$ cat src/rtl/tetris_pkg.sv
`default_nettype none
// ============================================================================
//  Module      : tetris_pkg
//  Description : Shared board geometry, colours, sequencer state encoding and
//                the line-clear score table for the Tetris board logic.
//  Revision    : 1.0 - initial release
// ============================================================================
package tetris_pkg;

    // Board geometry. Walls sit at x = 0 and x = COLS-1, and the floor is
    // the last row. Playable cells start one column in from the left wall.
    localparam int c_board_cols   = 12;
    localparam int c_board_rows   = 21;
    localparam int c_wall_left_x  = 0;

    // Colour written into row 0 when the board shifts down.
    localparam logic [2:0] c_empty_color = 3'd0;

    // Line-clear sequencer states.
    typedef enum logic [2:0] {
        ST_IDLE    = 3'd0,
        ST_SCAN    = 3'd1,
        ST_COPY_RD = 3'd2,
        ST_COPY_WR = 3'd3,
        ST_SETTLE  = 3'd4,
        ST_DONE    = 3'd5
    } lc_state_t;

    // Points awarded per pass, indexed by the number of rows cleared.
    localparam logic [15:0] c_score_1_line  = 16'd1;
    localparam logic [15:0] c_score_2_lines = 16'd3;
    localparam logic [15:0] c_score_3_lines = 16'd5;
    localparam logic [15:0] c_score_4_lines = 16'd8;

    // Anything beyond four rows in one pass still earns the tetris value.
    function automatic logic [15:0] score_for_lines(input logic [2:0] lines);
        case (lines)
            3'd0:    score_for_lines = 16'd0;
            3'd1:    score_for_lines = c_score_1_line;
            3'd2:    score_for_lines = c_score_2_lines;
            3'd3:    score_for_lines = c_score_3_lines;
            default: score_for_lines = c_score_4_lines;
        endcase
    endfunction

endpackage
`default_nettype wire

$ cat src/rtl/line_clear_sequencer_if.sv
`default_nettype none
// ============================================================================
//  Module      : line_clear_sequencer_if
//  Description : Board memory port bundle: one registered read port (data
//                valid one cycle after the address) and one write port.
//                master  - the sequencer side (drives addresses / write data)
//                slave   - the board memory side (returns read data)
//  Revision    : 1.0 - initial release
// ============================================================================
interface line_clear_sequencer_if;
    logic [4:0] rd_x;
    logic [4:0] rd_y;
    logic [2:0] rd_data;
    logic       mem_wr_en;
    logic [4:0] mem_wr_x;
    logic [4:0] mem_wr_y;
    logic [2:0] mem_wr_color;

    modport master (
        output rd_x, rd_y, mem_wr_en, mem_wr_x, mem_wr_y, mem_wr_color,
        input  rd_data
    );

    modport slave (
        input  rd_x, rd_y, mem_wr_en, mem_wr_x, mem_wr_y, mem_wr_color,
        output rd_data
    );
endinterface
`default_nettype wire

$ cat src/rtl/row_priority_encoder.sv
`default_nettype none
// ============================================================================
//  Module      : row_priority_encoder
//  Description : Combinational search for the lowest-on-screen (numerically
//                highest) full row above the floor.
//  Ports       : rowfull  in  ROWS  per-row full flags (floor bit ignored)
//                found    out 1     a full row exists
//                index    out 5     y of that row (0 when none)
//  Revision    : 1.0 - initial release
// ============================================================================
module row_priority_encoder #(
    parameter int ROWS = 21
) (
    input  logic [ROWS-1:0] rowfull,
    output logic            found,
    output logic [4:0]      index
);

    // The floor row always reads as full, so it is masked out up front.
    localparam logic [ROWS-1:0] c_below_floor = {1'b0, {(ROWS-1){1'b1}}};

    logic [ROWS-1:0] w_candidates;

    assign w_candidates = rowfull & c_below_floor;

    // Ascending scan: the last hit is the highest y.
    always_comb begin
        found = 1'b0;
        index = 5'd0;
        for (int y = 0; y < ROWS; y++) begin
            if (w_candidates[y]) begin
                found = 1'b1;
                index = 5'(y);
            end
        end
    end

endmodule
`default_nettype wire

$ cat src/rtl/line_clear_sequencer.sv
`default_nettype none
// ============================================================================
//  Module      : line_clear_sequencer
//  Description : After a piece locks, repeatedly finds the lowest full row and
//                shifts every row above it down by one, one cell per write,
//                until no full rows remain. Owns arbitration of the board
//                write port: the lock writer always wins and the sequencer
//                stalls its pending write.
//  Ports       : clk, reset (sync, active-low)
//                start             in   pass request (IDLE only)
//                rowfull           in   per-row full flags from the board
//                lock_wr_*         in   lock writer port, lock_wr_gnt out
//                bus               mst  board read/write port
//                busy, done        out  pass status
//                lines_cleared     out  rows cleared in last pass (sat. 7)
//                score             out  running score
//  Config      : LINE_CLEAR_SCORE_EN - enables the score accumulator; when
//                undefined the score port is tied to zero.
//  Revision    : 1.0 - initial release
// ============================================================================
module line_clear_sequencer
    import tetris_pkg::*;
#(
    parameter int         COLS        = c_board_cols,
    parameter int         ROWS        = c_board_rows,
    parameter logic [2:0] EMPTY_COLOR = c_empty_color
) (
    input  logic                   clk,
    input  logic                   reset,
    input  logic                   start,
    input  logic [ROWS-1:0]        rowfull,
    input  logic                   lock_wr_req,
    input  logic [4:0]             lock_wr_x,
    input  logic [4:0]             lock_wr_y,
    input  logic [2:0]             lock_wr_color,
    output logic                   lock_wr_gnt,
    line_clear_sequencer_if.master bus,
    output logic                   busy,
    output logic                   done,
    output logic [2:0]             lines_cleared,
    output logic [15:0]            score
);

    localparam logic [4:0] c_first_x = 5'(c_wall_left_x + 1);
    localparam logic [4:0] c_last_x  = 5'(COLS - 2);

    lc_state_t  r_state;
    lc_state_t  w_next_state;
    logic [4:0] r_cur_x;
    logic [4:0] r_cur_y;
    logic [2:0] r_lines;
    logic [2:0] r_lines_cleared;
    logic       w_found;
    logic [4:0] w_found_y;
    logic       w_copy_last_x;

    row_priority_encoder #(
        .ROWS (ROWS)
    ) u_row_priority_encoder (
        .rowfull (rowfull),
        .found   (w_found),
        .index   (w_found_y)
    );

    assign w_copy_last_x = (r_cur_x >= c_last_x);
    assign lock_wr_gnt   = lock_wr_req;
    assign lines_cleared = r_lines_cleared;

    // ------------------------------------------------------------------
    // State register
    // ------------------------------------------------------------------
    always_ff @(posedge clk) begin
        if (!reset) begin
            r_state <= ST_IDLE;
        end else begin
            r_state <= w_next_state;
        end
    end

    // ------------------------------------------------------------------
    // Next-state logic
    // ------------------------------------------------------------------
    always_comb begin
        w_next_state = r_state;
        case (r_state)
            ST_IDLE:    if (start) w_next_state = ST_SCAN;
            ST_SCAN:    w_next_state = w_found ? ST_COPY_RD : ST_DONE;
            ST_COPY_RD: w_next_state = ST_COPY_WR;
            ST_COPY_WR: begin
                // A lock write holds us here with the read address unchanged.
                if (!lock_wr_req) begin
                    if (w_copy_last_x && (r_cur_y == 5'd0)) begin
                        w_next_state = ST_SETTLE;
                    end else begin
                        w_next_state = ST_COPY_RD;
                    end
                end
            end
            ST_SETTLE:  w_next_state = ST_SCAN;
            ST_DONE:    w_next_state = ST_IDLE;
            default:    w_next_state = ST_IDLE;
        endcase
    end

    // ------------------------------------------------------------------
    // Outputs and write-port mux
    // ------------------------------------------------------------------
    always_comb begin
        busy             = (r_state != ST_IDLE);
        done             = (r_state == ST_DONE);
        bus.rd_x         = 5'd0;
        bus.rd_y         = 5'd0;
        bus.mem_wr_en    = 1'b0;
        bus.mem_wr_x     = 5'd0;
        bus.mem_wr_y     = 5'd0;
        bus.mem_wr_color = 3'd0;

        // Row 0 has nothing above it, so no read is issued for it.
        if (((r_state == ST_COPY_RD) || (r_state == ST_COPY_WR)) && (r_cur_y != 5'd0)) begin
            bus.rd_x = r_cur_x;
            bus.rd_y = r_cur_y - 5'd1;
        end

        if (lock_wr_req) begin
            bus.mem_wr_en    = 1'b1;
            bus.mem_wr_x     = lock_wr_x;
            bus.mem_wr_y     = lock_wr_y;
            bus.mem_wr_color = lock_wr_color;
        end else if (r_state == ST_COPY_WR) begin
            bus.mem_wr_en    = 1'b1;
            bus.mem_wr_x     = r_cur_x;
            bus.mem_wr_y     = r_cur_y;
            bus.mem_wr_color = (r_cur_y == 5'd0) ? EMPTY_COLOR : bus.rd_data;
        end
    end

    // ------------------------------------------------------------------
    // Cursor and line counters
    // ------------------------------------------------------------------
    always_ff @(posedge clk) begin
        if (!reset) begin
            r_cur_x         <= 5'd0;
            r_cur_y         <= 5'd0;
            r_lines         <= 3'd0;
            r_lines_cleared <= 3'd0;
        end else begin
            case (r_state)
                ST_IDLE: begin
                    if (start) r_lines <= 3'd0;
                end
                ST_SCAN: begin
                    if (w_found) begin
                        r_cur_y <= w_found_y;
                        r_cur_x <= c_first_x;
                    end
                end
                ST_COPY_WR: begin
                    if (!lock_wr_req) begin
                        if (!w_copy_last_x) begin
                            r_cur_x <= r_cur_x + 5'd1;
                        end else if (r_cur_y != 5'd0) begin
                            r_cur_y <= r_cur_y - 5'd1;
                            r_cur_x <= c_first_x;
                        end
                    end
                end
                ST_SETTLE: begin
                    if (r_lines != 3'd7) r_lines <= r_lines + 3'd1;
                end
                ST_DONE: begin
                    r_lines_cleared <= r_lines;
                end
                default: ;
            endcase
        end
    end

`ifdef LINE_CLEAR_SCORE_EN
    logic [15:0] r_score;

    // Wraps modulo 2^16; only reset clears it.
    always_ff @(posedge clk) begin
        if (!reset) begin
            r_score <= 16'd0;
        end else if (r_state == ST_DONE) begin
            r_score <= r_score + score_for_lines(r_lines);
        end
    end

    assign score = r_score;
`else
    assign score = 16'd0;
`endif

endmodule
`default_nettype wire

$ cat src/flat_wrapper.sv
// flat-port wrapper written by rule: the top's interface ports become plain ports
module line_clear_sequencer_flat import tetris_pkg::*;
#(
    parameter int         COLS        = c_board_cols,
    parameter int         ROWS        = c_board_rows,
    parameter logic [2:0] EMPTY_COLOR = c_empty_color
)
  (clk, reset, start, rowfull, lock_wr_req, lock_wr_x, lock_wr_y, lock_wr_color, lock_wr_gnt, busy, done, lines_cleared, score, bus_rd_x, bus_rd_y, bus_mem_wr_en, bus_mem_wr_x, bus_mem_wr_y, bus_mem_wr_color, bus_rd_data);
  line_clear_sequencer_if bus_i ();
  input  logic clk;
  input  logic reset;
  input  logic start;
  input  logic [ROWS-1:0] rowfull;
  input  logic lock_wr_req;
  input  logic [4:0] lock_wr_x;
  input  logic [4:0] lock_wr_y;
  input  logic [2:0] lock_wr_color;
  output logic lock_wr_gnt;
  output logic busy;
  output logic done;
  output logic [2:0] lines_cleared;
  output logic [15:0] score;
  output wire logic [$bits(bus_i.rd_x)-1:0] bus_rd_x;
  output wire logic [$bits(bus_i.rd_y)-1:0] bus_rd_y;
  output wire logic [$bits(bus_i.mem_wr_en)-1:0] bus_mem_wr_en;
  output wire logic [$bits(bus_i.mem_wr_x)-1:0] bus_mem_wr_x;
  output wire logic [$bits(bus_i.mem_wr_y)-1:0] bus_mem_wr_y;
  output wire logic [$bits(bus_i.mem_wr_color)-1:0] bus_mem_wr_color;
  input wire logic [$bits(bus_i.rd_data)-1:0] bus_rd_data;
  assign bus_rd_x = bus_i.rd_x;
  assign bus_rd_y = bus_i.rd_y;
  assign bus_mem_wr_en = bus_i.mem_wr_en;
  assign bus_mem_wr_x = bus_i.mem_wr_x;
  assign bus_mem_wr_y = bus_i.mem_wr_y;
  assign bus_mem_wr_color = bus_i.mem_wr_color;
  assign bus_i.rd_data = bus_rd_data;
  line_clear_sequencer #(.COLS(COLS), .ROWS(ROWS), .EMPTY_COLOR(EMPTY_COLOR)) u_core (.clk(clk), .reset(reset), .start(start), .rowfull(rowfull), .lock_wr_req(lock_wr_req), .lock_wr_x(lock_wr_x), .lock_wr_y(lock_wr_y), .lock_wr_color(lock_wr_color), .lock_wr_gnt(lock_wr_gnt), .bus(bus_i), .busy(busy), .done(done), .lines_cleared(lines_cleared), .score(score));
endmodule
$ cat config.mk
export PLATFORM = sky130hd
export DESIGN_NAME = line_clear_sequencer_flat
export DESIGN_NICKNAME = d
export VERILOG_FILES = /design/src/rtl/tetris_pkg.sv /design/src/rtl/line_clear_sequencer_if.sv /design/src/rtl/row_priority_encoder.sv /design/src/rtl/line_clear_sequencer.sv /design/src/flat_wrapper.sv
export SDC_FILE = /design/constraint.sdc
export NUM_CORES = 1
export LEC_CHECK = 0
export ABC_AREA = 1
export BUFFER_PORTS_ARGS = -buffer_cell sky130_fd_sc_hd__buf_2
export CORE_UTILIZATION = 50
export CTS_BUF_LIST = sky130_fd_sc_hd__clkbuf_4 sky130_fd_sc_hd__clkbuf_8
export CTS_CLUSTER_SIZE = 20
export DETAILED_ROUTE_END_ITERATION = 10
export PLACE_DENSITY = 0.85
export REMOVE_ABC_BUFFERS = 1
export SLEW_MARGIN = 25
export SYNTH_ARGS = -nofsm -noshare
export SYNTH_HDL_FRONTEND = slang
export SYNTH_SLANG_ARGS = --single-unit
$ cat constraint.sdc
create_clock -name clk -period 3.4 [get_ports clk]
set_input_delay 0.34 -clock clk [delete_from_list [all_inputs] [get_ports clk]]
set_output_delay 0.34 -clock clk [all_outputs]
set_load 0.01 [all_outputs]
Word-level counts from Yosys, hierarchy flattened
Cells that the tools add are included.
- bits in registers: 19
- bits in latches: 0
- bits in writable memories: 0
- ROM bits: 0
- input bits: 41
- output and inout port bits: 46
- logic and storage cells: 103
- memories: 0
- add/sub/neg operators: 3
- multipliers: 0
- divide/modulo/power cells: 0
- $lt $le $gt $ge: 1
- equal/unequal tests: 13
- shifts and indexed selects: 0
- muxes and demuxes: 68
- bitwise gates (word level): 0
- reduce and logical (&&, ||, !) cells: 13
- operators with widths (cell ; number):
    5-bit 2-to-1 mux ; 31
    3-bit 2-to-1 mux ; 9
    1-bit 2-to-1 mux ; 23
    5-bit one-hot mux with 2 select lines ; 2
    3-bit one-hot mux with 5 select lines ; 1
    3-bit by 2-bit == test with 1-bit output, second input constant ; 2
    3-bit == test, second input constant ; 2
    2-bit by 1-bit != test with 1-bit output, second input constant ; 3
    2-bit != test, second input constant ; 3
    3-bit != test, second input constant ; 2
    3-bit one-hot mux with 2 select lines ; 1
    5-bit by 1-bit adder with 5-bit output, second input constant ; 1
    5-bit by 4-bit greater-or-equal comparator with 1-bit output, second input constant ; 1
    5-bit zero test ; 1
    5-bit AND reduction ; 1
    5-bit nonzero test ; 1
    5-bit by 1-bit subtractor with 5-bit output, second input constant ; 1
    4-bit AND reduction ; 1
    2-bit nonzero test ; 2
    3-bit by 1-bit adder with 3-bit output, second input constant ; 1
    3-bit by 1-bit == test with 1-bit output, second input constant ; 1
    3-bit zero test ; 1
    3-bit AND reduction ; 1
    3-bit nonzero test ; 1
    other kinds (4) ; 5

Logic depth before layout (Yosys ltp)
- depth after elaboration: 22
- depth in mapped cells: 21
- gate-level depth less buffers: 21

Modules after synthesis
A second synthesis with hierarchy kept.
- cells, all modules: 314
- area total of the unflattened synthesis: 1795.5 µm²
- modules (own cells, without submodules) (module ; times used ; cells each ; area each (µm²) ; seq. area each (µm²)):
    line_clear_sequencer ; 1 ; 253 ; 1551.5 ; 380.4
    row_priority_encoder ; 1 ; 61 ; 244.0 ; 0.0

Worst setup path before layout
OpenSTA, ideal clock, no wires.
- path kind: register -> register
- start point: register u_core.r_cur_x[0]
- end point: register u_core.r_cur_y[0]
- library setup time: 0.067 ns
- data arrival time: 1.782 ns
- required time: 3.333 ns
- setup slack: 1.552 ns
- cell stages (with the launch flop): 14
- path buffers: 1
- clock period less this slack: 1.848 ns
- cells stage by stage: dfxtp_1 > inv_1 > ha_1 > nand3b_4 > a21oi_4 > nor2_2 > nand2_1 > nand2_2 > nor3_4 > o21ai_2 > buf_6 > a21oi_2 > nand2_1 > a21oi_2
- word-level cells in the longest chain between the ends: 3
- ends and longest elaborated chain (item ; line ; RTL):
    start, declared ; line_clear_sequencer.sv:49 ; logic [4:0] r_cur_x;
    start signal, assigned ; line_clear_sequencer.sv:154 ; r_cur_x <= c_first_x;
    start signal, assigned ; line_clear_sequencer.sv:160 ; r_cur_x <= r_cur_x + 5'd1;
    start signal, assigned ; line_clear_sequencer.sv:163 ; r_cur_x <= c_first_x;
    5-bit by 4-bit greater-or-equal comparator with 1-bit output ; line_clear_sequencer.sv:65 ; assign w_copy_last_x = (r_cur_x >= c_last_x);
    2-bit by 1-bit != test with 1-bit output (no source line) ; -- ;
    5-bit AND reduction (no source line) ; -- ;
    end signal, assigned ; line_clear_sequencer.sv:153 ; r_cur_y <= w_found_y;
    end signal, assigned ; line_clear_sequencer.sv:162 ; r_cur_y <= r_cur_y - 5'd1;
    end, declared ; line_clear_sequencer.sv:50 ; logic [4:0] r_cur_y;
Every way passes these cells.
A chain may end at the register's enable or synchronous reset.

Worst setup path after layout
- start point: register u_core.r_cur_y[0]
- end point: output bus_rd_y[3]
- word-level cells in the longest chain between the ends: 3
- elaborated cells between the ends (all ways): 4
- those cells by class: add/sub: 1; mux: 1; reduce/logical: 2
- ends and longest elaborated chain (item ; line ; RTL):
    branches (longest 2 deep; another with 5-bit by 1-bit subtractor with 5-bit output) ; -- ;
    5-bit 2-to-1 mux (*) ; line_clear_sequencer.sv:119 ; if (((r_state == ST_COPY_RD) || (r_state == ST_COPY_WR)) && (r_cur_y != 5'd0)) begin
    end, declared ; flat_wrapper.sv:24 ; output wire logic [$bits(bus_i.rd_y)-1:0] bus_rd_y;
Every way passes the cells marked *.

==> impl_metrics.yaml <==
drt:
  ant_nets: 0
  drcViolationCount: 0
  viasPerCell: 4.66
  first_pass_iters: 4
  drt-initial-drc-count: 52
  wl_per_cell_um: 9.48
  vias: 1725
  routed_wl_um: 3510
global_route:
  overflow: 0
  grt_first_pass_wirelength_um: 5750
  first_global_vias: 1405
  grt_usage_pct: 20.8
  grt_start_max_net_pins: 19
  antenna_found_initial: 0
hold_path:
  hp-start: "reset"
  hold_class: "in -> reg"
synth:
  synth_seq_cells: 19
  synth_top_cell_by_area: "dfxtp_1"
  syn_inst: 259
  syn_avg_cell_area_um2: 6.31
  synth.area.top_cells: "dfxtp_1 (23%), nand2_1 (14%), inv_1 (9.2%)"
  synth_area_mm2: 0.00163
  ys_seq_area_share_pct: 23.3
  yosys_warnings: 0
  synth.top_cell.area_share_pct: 23.3
  ys_types: 39
status:
  outcome: "finished, final reports clean"
sta:
  final_max_slew_viol_count: 0
  max_freq_mhz: 454
  hold_viol: 0
  finalCriticalPeriod_ns: 2.20
  max_slew.worst_pin.slew_ns: 0.511
  tns_ns: 0
  holdWs_ns: 0.368
  setup_viol: 0
  finalCritPeriodShare_pct: 64.8
  relSlewSlack_pct: 65.9
  rsz0062_at_grt: "no"
  final.setup_skew_ns: 0.00691
job:
  max_cap_violations: 0
critical_path:
  crit_required_ns: 3.06
  cpPeakStageDelay_ns: 0.40
  cp_slowest_cell: "dfxtp_1"
  cp-start-kind: "flop"
  cp_top_family: "simple AND/OR/NAND/NOR gates"
  critPathLaunch: "u_core.r_cur_y[0]"
  worstSetupPathType: "reg -> out"
  path_buf_inv: 2
  r2r-start: "u_core.r_cur_x[0]"
  worstPathMaxFanout: 10
  endpoint_kind: "output port"
  cp_cell_sequence: "inv_1, ha_1, nand3_2, nand3_1, nor2_1, buf_2"
  arrival_ns: 1.86
pwr:
  power_uw: 726
  vdd_drop_max_uv: 219
  p_per_area_mw_per_mm2: 369
  power_leakage_uw: 0.00109
floorplan:
  die_area_mm2: 0.00350
  die_height_um: 59.2
  fp.coreArea_mm2: 0.00308
  pin_count: 87
  start_util_pct: 53.1
  fp.dieW_um: 59.2
  num_rows: 20
clock_network:
  cts_buffer_depth: 2
  insertion_delay_ns: 0.30
  tritoncts: "done"
  post_cts_buffers: 0
  clock-sinks: 19
  clkSlewWorstSetupHoldPaths_ns: 0.11
  cts_max_level: 1
  cts-root-buf: "clkbuf_4"
  cts_hold_buf: 0
  post_cts_resized: 0
  cts_buffers: 3
placement:
  place_area_mm2: 0.00194
  place.gp.congestion: 0.761
  dpl.hpwl_um: 2880
  portBuffers: 69
final_layout:
  antenna_cells: 0
  final_area_mm2: 0.00197
  nFillCells: 313
  most-common-layout-cells: "buf_2 (69), nand2_1 (59), inv_1 (40)"
  layout_commonest_cell: "buf_2"
  final_net_count: 374
  area_delta_synth_final_pct: 20.6
  drive_gt1_share_pct: 29.4
## logic make-up after synthesis
group	share of synthesized area, %
AOI/OAI and AO/OA	18.0
other	0.229
DFF	23.3
xor gates and xnor gates	1.61
adders and majority gates	4.59
buffers and inverters	19.7
and+or+nand+nor	32.6
## metal layers
layer | GRT usage (%) | wire, um | up-vias
met3 | 3.93 | 213 | 6
met1 | 27.0 | 1650 | 749
met2 | 35.9 | 1610 | 56
met4 | 4.42 | 38 | 0
li1 | - | - | 914
met5 | 0 | 0 | -
## worst min-delay path, cell delays in order
cell and delay [ns]:
buf_2 0.17, o21ai_0 0.09, nor2_1 0.04
## per-stage QoR
| stage | std cells | util (%) | setup WS [ns] |
|---|---|---|---|
| 2_1_floorplan | 253 | - | 1.55 |
| 3_3_place_gp | 366 | 63.0 | 1.30 |
| 3_5_place_dp | 366 | 63.0 | 1.23 |
| 4_1_cts | 370 | 64.0 | 1.19 |
| 5_1_grt | 370 | 64.0 | 1.02 |
| 6_report | 370 | 64.0 | 1.20 |
## final timing paths
kind | slack, ns | depth (start not counted) | endpoint
worst max-delay path | 1.20 | 6 | bus_rd_y[3]
worst min-delay path | 0.37 | 3 | u_core.lines_cleared[0]
worst max register to register | 1.28 | 12 | u_core.r_cur_x[2]
worst min register to register | 0.51 | 2 | u_core.r_cur_x[3]
## report_power, final
| group | internal (uW) | switching (uW) |
|---|---|---|
| registers | 250 | 23.6 |
| logic | 125 | 203 |
| clock network | 53.7 | 71.1 |
| total | 429 | 297 |
## synth_stat cells
library cell  number
a21oi_1           11
o21ai_0           19
nand3_1            9
o31ai_1            2
ha_1               6
o21ai_1            2
o22ai_1            2
a21oi_4            1
a41oi_1            1
nor4b_2            1
inv_1             40
nand3b_1           2
buf_4             17
nand2_2            1
or2_2              1
o211ai_1           1
nand2_1           59
nand3b_4           1
nor3_1             1
nor2_1            33
a21oi_2            2
conb_1             1
inv_4              1
inv_2              4
o21ai_2            1
o221ai_1           1
a211oi_2           2
nor2_2             5
dfxtp_1           19
clkbuf_1           3
buf_6              1
nand3_2            1
a31oi_1            1
o21a_1             1
xor2_1             2
xnor2_1            1
nor3_4             1
nor2_4             1
nand4_1            1
## cell type report
cell class,instances,area [um^2],share of cell area [%]
inverter,45,171,8.70
timing repair buffer,69,345,17.5
multi-input combinational,189,988,50.2
tap,44,55.1,2.79
sequential,19,380,19.3
clock buffer,4,30.0,1.52
## registers in the layout (all words and copies together) (netlist names)
signal	count
u_core.r_lines	3
u_core.r_state	3
u_core.r_cur_y	5
u_core.lines_cleared	3
u_core.r_cur_x	5
(Power assumes the default switching activity.)
